`config.mk`:
```
export PLATFORM = sky130hd
export DESIGN_NAME = bpsk_demodulator_flat
export DESIGN_NICKNAME = d
export VERILOG_FILES = /design/src/rtl/bpsk_pkg.sv /design/src/rtl/bpsk_demodulator_if.sv /design/src/rtl/bpsk_correlator.sv /design/src/rtl/bpsk_demodulator.sv /design/src/flat_wrapper.sv
export SDC_FILE = /design/constraint.sdc
export NUM_CORES = 1
export LEC_CHECK = 0
export ABC_AREA = 1
export CAP_MARGIN = 20
export CORE_AREA = 3 3 86 88
export DETAILED_ROUTE_END_ITERATION = 10
export DIE_AREA = 0 0 89 91
export DONT_BUFFER_PORTS = 1
export PLACE_DENSITY = 0.74
export SLEW_MARGIN = 20
export SYNTH_ARGS = -nofsm -noshare
export SYNTH_HDL_FRONTEND = slang
export SYNTH_SLANG_ARGS = --single-unit
```
`constraint.sdc`:
```
create_clock -name clk -period 2.7 [get_ports clk]
set_clock_uncertainty 0.15 [all_clocks]
set_input_delay 0.405 -clock clk [delete_from_list [all_inputs] [get_ports clk]]
set_output_delay 0.405 -clock clk [all_outputs]
set_load 0.1 [all_outputs]
```
`src/rtl/bpsk_pkg.sv`:
```
// Shared BPSK definitions for the modulator and demodulator: midscale constant, FSM
// state encoding, accumulator width derivation and the offset-binary conversion.
package bpsk_pkg;

    localparam int unsigned SineWidth = 12;
    localparam logic [SineWidth-1:0] Midscale = 12'h800;

    typedef enum logic {
        StIdle = 1'b0,
        StRun  = 1'b1
    } state_e;

    function automatic int unsigned acc_width(int unsigned sine_w, int unsigned cnt_w);
        return sine_w + cnt_w + 1;
    endfunction

    // Offset-binary <-> two's complement; the mapping is its own inverse.
    function automatic logic [SineWidth-1:0] offset_flip(logic [SineWidth-1:0] x);
        return x ^ Midscale;
    endfunction

endpackage

```
`src/rtl/bpsk_demodulator_if.sv`:
```
// Sample-in / frame-out bundle of the BPSK demodulator. The master side is the sample
// source and frame consumer; the slave side is the demodulator.
interface bpsk_demodulator_if #(
    parameter int unsigned SINE_WIDTH = 12,
    parameter int unsigned DATA_WIDTH = 8
);
    logic                  en;
    logic                  sync;
    logic [SINE_WIDTH-1:0] signal_in;
    logic [DATA_WIDTH:0]   out;
    logic                  out_valid;
    logic                  erasure;

    modport master (
        output en, sync, signal_in,
        input  out, out_valid, erasure
    );

    modport slave (
        input  en, sync, signal_in,
        output out, out_valid, erasure
    );
endinterface

```
`src/rtl/bpsk_correlator.sv`:
```
// Multiply-free correlator: accumulates +/- samples against a square-wave carrier
// replica and gives a sign decision (and, with BPSK_DEMOD_ERASURE_EN, a low-magnitude flag).
module bpsk_correlator
    import bpsk_pkg::*;
#(
    parameter int unsigned SINE_WIDTH   = 12,
    parameter int unsigned SAMPLE_CNT_W = 8,
    parameter int unsigned THRESH       = 1024
) (
    input  logic                  clk_i,
    input  logic                  rst_ni,
    input  logic                  en_i,
    input  logic                  clr_i,
    input  logic                  neg_i,
    input  logic                  last_i,
    input  logic [SINE_WIDTH-1:0] sample_i,
`ifdef BPSK_DEMOD_ERASURE_EN
    output logic                  low_mag_o,
`endif
    output logic                  bit_o
);
    localparam int unsigned AccW = acc_width(SINE_WIDTH, SAMPLE_CNT_W);

    logic signed [SINE_WIDTH-1:0] s;
    logic signed [AccW-1:0]       s_ext, contrib, sum, acc_q, acc_d;

    always_comb begin
        s       = signed'(sample_i ^ {1'b1, {(SINE_WIDTH-1){1'b0}}});
        s_ext   = {{(AccW-SINE_WIDTH){s[SINE_WIDTH-1]}}, s};
        contrib = neg_i ? -s_ext : s_ext;
        sum     = acc_q + contrib;
        acc_d   = acc_q;
        // A sync restarts the bit with the current sample as its first contribution.
        if (clr_i) begin
            acc_d = en_i ? contrib : '0;
        end else if (en_i) begin
            acc_d = last_i ? '0 : sum;
        end
    end

    always_ff @(posedge clk_i or negedge rst_ni) begin
        if (!rst_ni) begin
            acc_q <= '0;
        end else begin
            acc_q <= acc_d;
        end
    end

    assign bit_o = sum[AccW-1];

`ifdef BPSK_DEMOD_ERASURE_EN
    logic [AccW-1:0] mag;
    always_comb begin
        mag       = sum[AccW-1] ? AccW'(-sum) : AccW'(sum);
        low_mag_o = mag < AccW'(THRESH);
    end
`endif

endmodule

```
`src/rtl/bpsk_demodulator.sv`:
```
// Coherent BPSK demodulator top: sample/bit counters, IDLE/RUN FSM, frame shift register
// and output registers. Define BPSK_DEMOD_ERASURE_EN to enable the per-frame erasure flag.
module bpsk_demodulator
    import bpsk_pkg::*;
#(
    parameter int unsigned SINE_WIDTH   = 12,
    parameter int unsigned DATA_WIDTH   = 8,
    parameter int unsigned SAMPLE_CNT_W = 8,
    parameter int unsigned THRESH       = 1024
) (
    input logic               clk,
    input logic               arst,
    bpsk_demodulator_if.slave bus
);
    localparam int unsigned FrameBits = DATA_WIDTH + 1;
    localparam int unsigned BitCntW   = $clog2(FrameBits);

    state_e                    state_q, state_d;
    logic                      consume, last_sample, last_bit, neg, dec_bit;
    logic [SAMPLE_CNT_W-1:0]   sample_cnt_q, sample_cnt_d;
    logic [BitCntW-1:0]        bit_cnt_q, bit_cnt_d;
    logic [FrameBits-1:0]      shreg_q, shreg_d, out_q, out_d;
    logic                      out_valid_q, out_valid_d;

    always_ff @(posedge clk or negedge arst) begin
        if (!arst) begin
            state_q <= StIdle;
        end else begin
            state_q <= state_d;
        end
    end

    always_comb begin
        state_d = state_q;
        case (state_q)
            StIdle:  if (bus.en || bus.sync) state_d = StRun;
            StRun:   state_d = StRun;
        endcase
    end

    // Counters start at zero in IDLE, so the first qualified sample is sample 0 of bit 0.
    always_comb begin
        consume = bus.en;
    end

    assign last_sample = &sample_cnt_q;
    assign last_bit    = bit_cnt_q == BitCntW'(FrameBits - 1);
    assign neg         = !bus.sync && sample_cnt_q[SAMPLE_CNT_W-1];

`ifdef BPSK_DEMOD_ERASURE_EN
    logic low_mag;
`endif

    bpsk_correlator #(
        .SINE_WIDTH  (SINE_WIDTH),
        .SAMPLE_CNT_W(SAMPLE_CNT_W),
        .THRESH      (THRESH)
    ) u_corr (
        .clk_i    (clk),
        .rst_ni   (arst),
        .en_i     (consume),
        .clr_i    (bus.sync),
        .neg_i    (neg),
        .last_i   (last_sample),
        .sample_i (bus.signal_in),
`ifdef BPSK_DEMOD_ERASURE_EN
        .low_mag_o(low_mag),
`endif
        .bit_o    (dec_bit)
    );

    always_comb begin
        sample_cnt_d = sample_cnt_q;
        bit_cnt_d    = bit_cnt_q;
        shreg_d      = shreg_q;
        out_d        = out_q;
        out_valid_d  = 1'b0;
        if (bus.sync) begin
            sample_cnt_d = SAMPLE_CNT_W'(bus.en);
            bit_cnt_d    = '0;
            shreg_d      = '0;
        end else if (consume) begin
            sample_cnt_d = sample_cnt_q + 1'b1;
            if (last_sample) begin
                shreg_d = {shreg_q[FrameBits-2:0], dec_bit};
                if (last_bit) begin
                    bit_cnt_d   = '0;
                    out_d       = shreg_d;
                    out_valid_d = 1'b1;
                end else begin
                    bit_cnt_d = bit_cnt_q + 1'b1;
                end
            end
        end
    end

    always_ff @(posedge clk or negedge arst) begin
        if (!arst) begin
            sample_cnt_q <= '0;
            bit_cnt_q    <= '0;
            shreg_q      <= '0;
            out_q        <= '0;
            out_valid_q  <= 1'b0;
        end else begin
            sample_cnt_q <= sample_cnt_d;
            bit_cnt_q    <= bit_cnt_d;
            shreg_q      <= shreg_d;
            out_q        <= out_d;
            out_valid_q  <= out_valid_d;
        end
    end

    assign bus.out       = out_q;
    assign bus.out_valid = out_valid_q;

`ifdef BPSK_DEMOD_ERASURE_EN
    logic flag_q, flag_d, erasure_q, erasure_d;

    always_comb begin
        flag_d    = flag_q;
        erasure_d = erasure_q;
        if (bus.sync) begin
            flag_d = 1'b0;
        end else if (consume && last_sample) begin
            if (last_bit) begin
                erasure_d = flag_q || low_mag;
                flag_d    = 1'b0;
            end else begin
                flag_d = flag_q || low_mag;
            end
        end
    end

    always_ff @(posedge clk or negedge arst) begin
        if (!arst) begin
            flag_q    <= 1'b0;
            erasure_q <= 1'b0;
        end else begin
            flag_q    <= flag_d;
            erasure_q <= erasure_d;
        end
    end

    assign bus.erasure = erasure_q;
`else
    assign bus.erasure = 1'b0;
`endif

endmodule
```
`src/flat_wrapper.sv`:
```
// flat-port wrapper written by rule: the top's interface ports become plain ports
module bpsk_demodulator_flat import bpsk_pkg::*;
#(
    parameter int unsigned SINE_WIDTH   = 12,
    parameter int unsigned DATA_WIDTH   = 8,
    parameter int unsigned SAMPLE_CNT_W = 8,
    parameter int unsigned THRESH       = 1024
)
  (clk, arst, bus_en, bus_sync, bus_signal_in, bus_out, bus_out_valid, bus_erasure);
  bpsk_demodulator_if #(.SINE_WIDTH(SINE_WIDTH), .DATA_WIDTH(DATA_WIDTH)) bus_i ();
  input logic clk;
  input logic arst;
  input wire logic [$bits(bus_i.en)-1:0] bus_en;
  input wire logic [$bits(bus_i.sync)-1:0] bus_sync;
  input wire logic [$bits(bus_i.signal_in)-1:0] bus_signal_in;
  output wire logic [$bits(bus_i.out)-1:0] bus_out;
  output wire logic [$bits(bus_i.out_valid)-1:0] bus_out_valid;
  output wire logic [$bits(bus_i.erasure)-1:0] bus_erasure;
  assign bus_i.en = bus_en;
  assign bus_i.sync = bus_sync;
  assign bus_i.signal_in = bus_signal_in;
  assign bus_out = bus_i.out;
  assign bus_out_valid = bus_i.out_valid;
  assign bus_erasure = bus_i.erasure;
  bpsk_demodulator #(.SINE_WIDTH(SINE_WIDTH), .DATA_WIDTH(DATA_WIDTH), .SAMPLE_CNT_W(SAMPLE_CNT_W), .THRESH(THRESH)) u_core (.clk(clk), .arst(arst), .bus(bus_i));
endmodule
```
# Word level (Yosys, flattened, before mapping)
# Index checks and enable logic that the tools add are counted.
[totals] register_bits=51 latch_bits=0 ramBits=0 romBits=0 inputBits=16 word_cells=38 memories=0
[op_classes] n_addsub=4 n_mul=0 div=0 order_cmp=0 n_eq_ne=1 shift=0 mux=18 n_bitwise=2 reduce_logical=7
[ops] cell="21-bit two-way mux" count=5
[ops] cell="8-bit two-way mux" count=5
[ops] cell="21-bit adder" count=1
[ops] cell="12-bit negator with 21-bit output" count=1
[ops] cell="4-bit two-way mux" count=4
[ops] cell="11-bit AND reduction" count=1
[ops] cell="8-bit by 1-bit adder with 8-bit output (second input constant)" count=1
[ops] cell="8-bit AND reduction" count=1
[ops] cell="4-bit by 1-bit adder with 4-bit output (second input constant)" count=1
[ops] cell="4-bit == test (second input constant)" count=1
[ops] cell="1-bit two-way mux" count=4
[ops] cell="2-bit nonzero test" count=2
[ops] cell="1-bit NOT" count=2
[ops] cell="2-bit AND reduction" count=1
[ops] cell="1-bit logical AND" count=1
[ops] cell="1-bit zero test" count=1

# Logic depth before layout (Yosys ltp)
[depth] word_depth=7 ltp_mapped=20 mapped_depth_nobuf=20

# Modules after synthesis
# A second synthesis with hierarchy kept.
[hier_totals] hier_cells=602 area_unflattened_um2=4172.8
[modules_own_cells] module="bpsk_correlator" instances=1 cells_per_inst=419 area_each_um2=2618.8 seq_area_each_um2=525.5
[modules_own_cells] module="bpsk_demodulator" instances=1 cells_per_inst=183 area_each_um2=1554.0 seq_area_each_um2=750.7

# Worst setup path after synthesis
# OpenSTA, ideal clock, no wires.
[synth_path] path_type="in2reg" from="input bus_signal_in[0]" to="register u_core.u_corr.acc_q[16]" setup_time_ps=123 arrival_time_ps=2310 required_time_ps=2427 path_slack_ps=117 cell_stages=19 n_path_buf=0 path_cell_list="inv_1 nand3_1 nor2_1 nand4_1 nor2_1 o21ai_1 a21o_1 ha_1 nand2_1 inv_1 nand2_1 nor2_1 nand2_1 nand3_1 nand2_1 nand2_1 nand2_1 nand3_1 a21oi_1"
[synth_between] elab_chain_cells=6 word_cells_on_any_way=7 cone_classes="add/sub: 2; mux: 5"
[synth_rtl] item="from (decl)" line_no="flat_wrapper.sv:15" rtl="input wire logic [$bits(bus_i.signal_in)-1:0] bus_signal_in;"
[synth_rtl] item="12-bit negator with 21-bit output" line_no="bpsk_correlator.sv:30" rtl="contrib = neg_i ? -s_ext : s_ext;"
[synth_rtl] item="21-bit two-way mux *" line_no="bpsk_correlator.sv:30"
[synth_rtl] item="21-bit adder" line_no="bpsk_correlator.sv:31" rtl="sum = acc_q + contrib;"
[synth_rtl] item="21-bit two-way mux" line_no="bpsk_correlator.sv:37" rtl="acc_d = last_i ? '0 : sum;"
[synth_rtl] item="21-bit two-way mux" line_no="bpsk_correlator.sv:36" rtl="end else if (en_i) begin"
[synth_rtl] item="21-bit two-way mux *" line_no="bpsk_correlator.sv:34" rtl="if (clr_i) begin"
[synth_rtl] item="to (signal assigned)" line_no="bpsk_correlator.sv:43" rtl="acc_q <= '0;"
[synth_rtl] item="to (signal assigned)" line_no="bpsk_correlator.sv:45" rtl="acc_q <= acc_d;"
[synth_rtl] item="to (decl)" line_no="bpsk_correlator.sv:25" rtl="logic signed [AccW-1:0] s_ext, contrib, sum, acc_q, acc_d;"
# Mark *: on every way between the ends. The rest lies on a longest branch, timed or not. The select of a mux whose other input is x is not followed.
# A chain may end at the register's enable or synchronous reset.

# Final worst setup path
[layout_path] from="register u_core.sample_cnt_q[7]" to="register u_core.u_corr.acc_q[10]"
[layout_between] elab_chain_cells=6 word_cells_on_any_way=8 cone_classes="add/sub: 1; mux: 5; reduce/logical: 2"
[layout_rtl] item="from (decl)" line_no="bpsk_demodulator.sv:20" rtl="logic [SAMPLE_CNT_W-1:0] sample_cnt_q, sample_cnt_d;"
[layout_rtl] item="from (signal assigned)" line_no="bpsk_demodulator.sv:105" rtl="sample_cnt_q <= sample_cnt_d;"
[layout_rtl] item="1-bit logical AND" line_no="bpsk_demodulator.sv:48" rtl="assign neg = !bus.sync && sample_cnt_q[SAMPLE_CNT_W-1];"
[layout_rtl] item="21-bit two-way mux" line_no="bpsk_correlator.sv:30"
[layout_rtl] item="21-bit adder" line_no="bpsk_correlator.sv:31"
[layout_rtl] item="21-bit two-way mux" line_no="bpsk_correlator.sv:37"
[layout_rtl] item="21-bit two-way mux" line_no="bpsk_correlator.sv:36"
[layout_rtl] item="21-bit two-way mux *" line_no="bpsk_correlator.sv:34"
# Marks and branches as above.

==> results.py <==
metrics = {
    "final_layout": {
        "final.fill_count": 581,
        "antennaDiodeCount": 0,
        "layout-drive-gt1-share_pct": 20.39,
        "fin_nets": 662,
        "syn_to_final_growth_pct": 16.38,
        "final_core_util_pct": 69.33,
    },
    "critical_path": {
        "critical_path.reg2reg.startpoint": "u_core.sample_cnt_q[7]",
        "critical_path.slowest_cell": "dfrtp_1",
        "critical_path.most_common_cell": "nand2_1",
        "startpoint": "u_core.sample_cnt_q[7]",
        "worst-endpoint-required_ps": 2810,
        "cp_cell_sequence": "inv_2, nor2_4, buf_6, o21ai_1, xor2_1, ha_1, nand2_1, inv_1, nand2_1, nand2_1, nand2_1, nand3_1, a21oi_1, o21ai_1, nand2_1, nand2_1, nand2_1",
        "end_kind": "flop",
        "critical-path-max-stage-delay_ps": 390,
        "timing.critical_path.fanout_max": 3,
        "worstSetupStartpointType": "flop",
        "critPathKind": "reg2reg",
        "path_buf_inv": 3,
        "worst-endpoint-arrival_ps": 2740,
        "cpLargestDelayFamily": "simple AND/OR/NAND/NOR gates",
    },
    "min_path": {
        "hold_path.class": "in2reg",
        "hold_start": "bus_sync",
    },
    "floorplanning": {
        "floorplan.die_area_um2": 8099,
        "die_h_um": 91,
        "chipWidth_um": 89,
        "placement_rows": 30,
        "starting_density_pct": 59.57,
        "io_pins": 27,
        "core_area_um2": 6719,
    },
    "power": {
        "worst_ir_drop_vdd_uv": 288.6,
        "total_power_w": 0.002848,
        "power.static_leakage_nw": 2.439,
        "power_density_nw_per_um2": 611.3,
    },
    "clocking": {
        "cts_made_buffers": 5,
        "latest_clock_arrival_within_the_worst_skew_pair_ps": 320,
        "clock_tree.htree_level_count": 2,
        "clock_tree_sinks": 51,
        "clockRootBuffer": "clkbuf_8",
        "clkTransAtPathRegs_ps": 110,
        "cts_max_path_buffers": 2,
        "cts_tree": "built",
    },
    "logic_synthesis": {
        "yosysSeqAreaShare_pct": 31.88,
        "postSynth.topFlopCell": "dfrtp_1",
        "synthArstFlopShare_pct": 100.0,
        "synth_cell_types": 40,
        "ys.warnings.count": 0,
        "syn-cell-area_um2": 4003,
        "synthesis.area_per_instance_um2": 7.010,
        "postSynthCellCount": 571,
        "ys_seq_elements": 51,
        "cell_type_with_the_largest_total_area_after_synthesis": "dfrtp_1",
        "number_of_flops_mapped_to_enable_cells_by_yosys": 0,
        "synthesis.nets": 616,
        "area_share_of_the_largest_cell_type_after_synthesis_pct": 31.88,
        "synth_top_cells_by_area": "dfrtp_1 32%, nand2_1 14%, ha_1 8.8%",
    },
    "status": {
        "status": "finished, final reports clean",
    },
    "sta": {
        "rsz0062_at_grt": "yes",
        "timing_limited_maximum_frequency_mhz": 381.3,
        "final.min_clock_period_ps": 2622,
        "slew_headroom_pct": 37.41,
        "drv_slew": 0,
        "fin_crit_sh_pct": 97.13,
        "fin_tns_setup_ps": 0,
        "finalHoldViolations": 0,
        "worst_pin_slew_ps": 938.9,
        "setup_viol": 0,
    },
    "routing": {
        "drt-pass1-iter-count": 5,
        "avgRoutedWirePerCell_um": 14.24,
        "vias": 3801,
        "drt_iter0_drc": 196,
        "finalWirelength_um": 9941,
        "number_of_design_rule_violations_left_after_detail_routing": 0,
        "vias_per_cell": 5.446,
        "remaining_antenna_violation_count_after_routing": 0,
    },
    "global_route": {
        "via_count_of_the_first_global_routing_pass": 3538,
        "grt_overflow": 0,
        "grt_util_all_layers_pct": 25.29,
        "wire_length_of_the_first_global_routing_pass_um": 16350,
        "largest_net_degree_at_the_start_of_global_routing": 52,
        "antenna_found_initial": 0,
    },
    "place": {
        "placement.io_buffers": 0,
        "finalWeightedCongestion": 0.9260,
        "final_hpwl_dp_um": 7453,
    },
    "job": {
        "drv.max_cap_violation_count": 0,
    },
}
path summary, 6_finish.rpt:
path / to / slack (ps) / cells past startpoint
max in group asynchronous: u_core.sample_cnt_q[4] / 1710 / 2
worst max register to register: u_core.u_corr.acc_q[10] / 80 / 17
worst min register to register: u_core.u_corr.acc_q[8] / 350 / 2
worst min-delay path: u_core.sample_cnt_q[6] / 40 / 1
min in group asynchronous: u_core.u_corr.acc_q[3] / 450 / 2
worst max-delay path: u_core.u_corr.acc_q[10] / 80 / 17
layout make-up:
| cell class | count | area [um^2] | share of cell area (%) |
|---|---|---|---|
| Multi-Input combinational cell | 421 | 2451 | 52.62 |
| Sequential cell | 51 | 1276 | 27.40 |
| Timing Repair Buffer | 49 | 400.4 | 8.595 |
| Inverter | 89 | 334.1 | 7.172 |
| Tap cell | 80 | 100.1 | 2.149 |
| Clock buffer | 5 | 68.82 | 1.477 |
| Clock inverter | 3 | 27.53 | 0.5909 |
kinds of logic (layout without fill, tap and decap cells):
| group | count (synthesis) | count (layout) | synth area share (%) |
|---|---|---|---|
| DFF | 51 | 51 | 31.88 |
| AOI/OAI and AO/OA | 91 | 91 | 13.44 |
| adders and majority gates | 29 | 29 | 9.253 |
| xor gates and xnor gates | 14 | 14 | 3.064 |
| and+or+nand+nor | 286 | 286 | 31.92 |
| other | 1 | 1 | 0.09369 |
| buffers and inverters | 99 | 146 | 10.35 |
worst register-to-register path, stage by stage, from the launching register on:
cell and delay (ps):
dfrtp_1 390, inv_2 60, nor2_4 140, buf_6 120, o21ai_1 80, xor2_1 320, ha_1 330, nand2_1 90
inv_1 80, nand2_1 80, nand2_1 50, nand2_1 50, nand3_1 160, a21oi_1 190, o21ai_1 90, nand2_1 70
nand2_1 50, nand2_1 70
cells in the mapped netlist (3+ instances only):
cell type	n
a21oi_1	39
nand2_2	3
nand2_1	154
nor2_1	52
o21bai_1	4
buf_6	5
nor3_1	3
nand4_1	4
a31oi_1	4
o21ai_2	9
nand3b_1	4
ha_1	28
nor2_2	4
or2_2	3
nand2_4	5
o21ai_1	12
inv_2	7
nand3_1	45
o21ai_0	9
and2_1	3
clkbuf_1	3
xor2_1	13
o22ai_1	9
nor2_4	3
inv_1	81
dfrtp_1	51
cells in the final DEF (no fill, tap or decap), types with 3 or more instances in the layout:
cell | netlist | layout
nand2_4 | 5 | 5
a31oi_1 | 4 | 4
or2_2 | 3 | 3
ha_1 | 28 | 24
nor2_2 | 4 | 9
and2_1 | 3 | 3
nand4_1 | 4 | 4
inv_1 | 81 | 77
nand3_2 | 1 | 5
o21ai_2 | 9 | 12
nand3_1 | 45 | 40
xor2_1 | 13 | 12
nor2_1 | 52 | 47
o21ai_1 | 12 | 11
nand2_1 | 154 | 148
a21oi_1 | 39 | 35
buf_4 | 1 | 44
o21ai_0 | 9 | 7
inv_2 | 7 | 11
a21oi_2 | 0 | 3
nand2_2 | 3 | 9
o21bai_1 | 4 | 4
o22ai_1 | 9 | 9
nand3b_1 | 4 | 4
clkbuf_8 | 0 | 5
nor2_4 | 3 | 3
dfrtp_1 | 51 | 51
registers in the layout, summed over array words and instances, names as in the netlist:
signal,count
u_core.bit_cnt_q,4
u_core.bus.out,9
u_core.bus.out_valid,1
u_core.sample_cnt_q,8
u_core.shreg_q,8
u_core.u_corr.acc_q,21
through the flow:
step,setup WS [ps],instances,hold slack [ps],instance area (um^2)
2_1_floorplan,117.4,571,-40.59,4003
3_3_place_gp,-159.6,678,-39.07,4300
3_5_place_dp,-116.3,678,-39.38,4300
4_1_cts,5.457,688,0.7583,4437
5_1_grt,-97.87,698,33.65,4658
6_report,77.58,698,37.47,4658
repair_timing:
action	CTS	global route
setup endpoints to repair	1	18
hold buffers	2	1
gates resized for setup	1	39
buffers inserted	0	9
pin swaps	0	16
endpoints found under the hold margin	51	1
layer usage:
| layer | GRT usage, % | up-vias | share of wire [%] |
|---|---|---|---|
| met5 | 0 | - | 0 |
| met3 | 3.630 | 25 | 4.3 |
| li1 | - | 1923 | - |
| met1 | 34.88 | 1756 | 45 |
| met4 | 7.692 | 0 | 2.5 |
| met2 | 40.72 | 97 | 48 |
report_power, final:
group	leakage (nW)	internal, W	switching, W
Clock	0.0463	0.000191	0.000296
Combinational	1.72	0.000606	0.000818
Sequential	0.668	0.000858	0.0000781
Note: power is estimated with default switching activity, not from simulation.
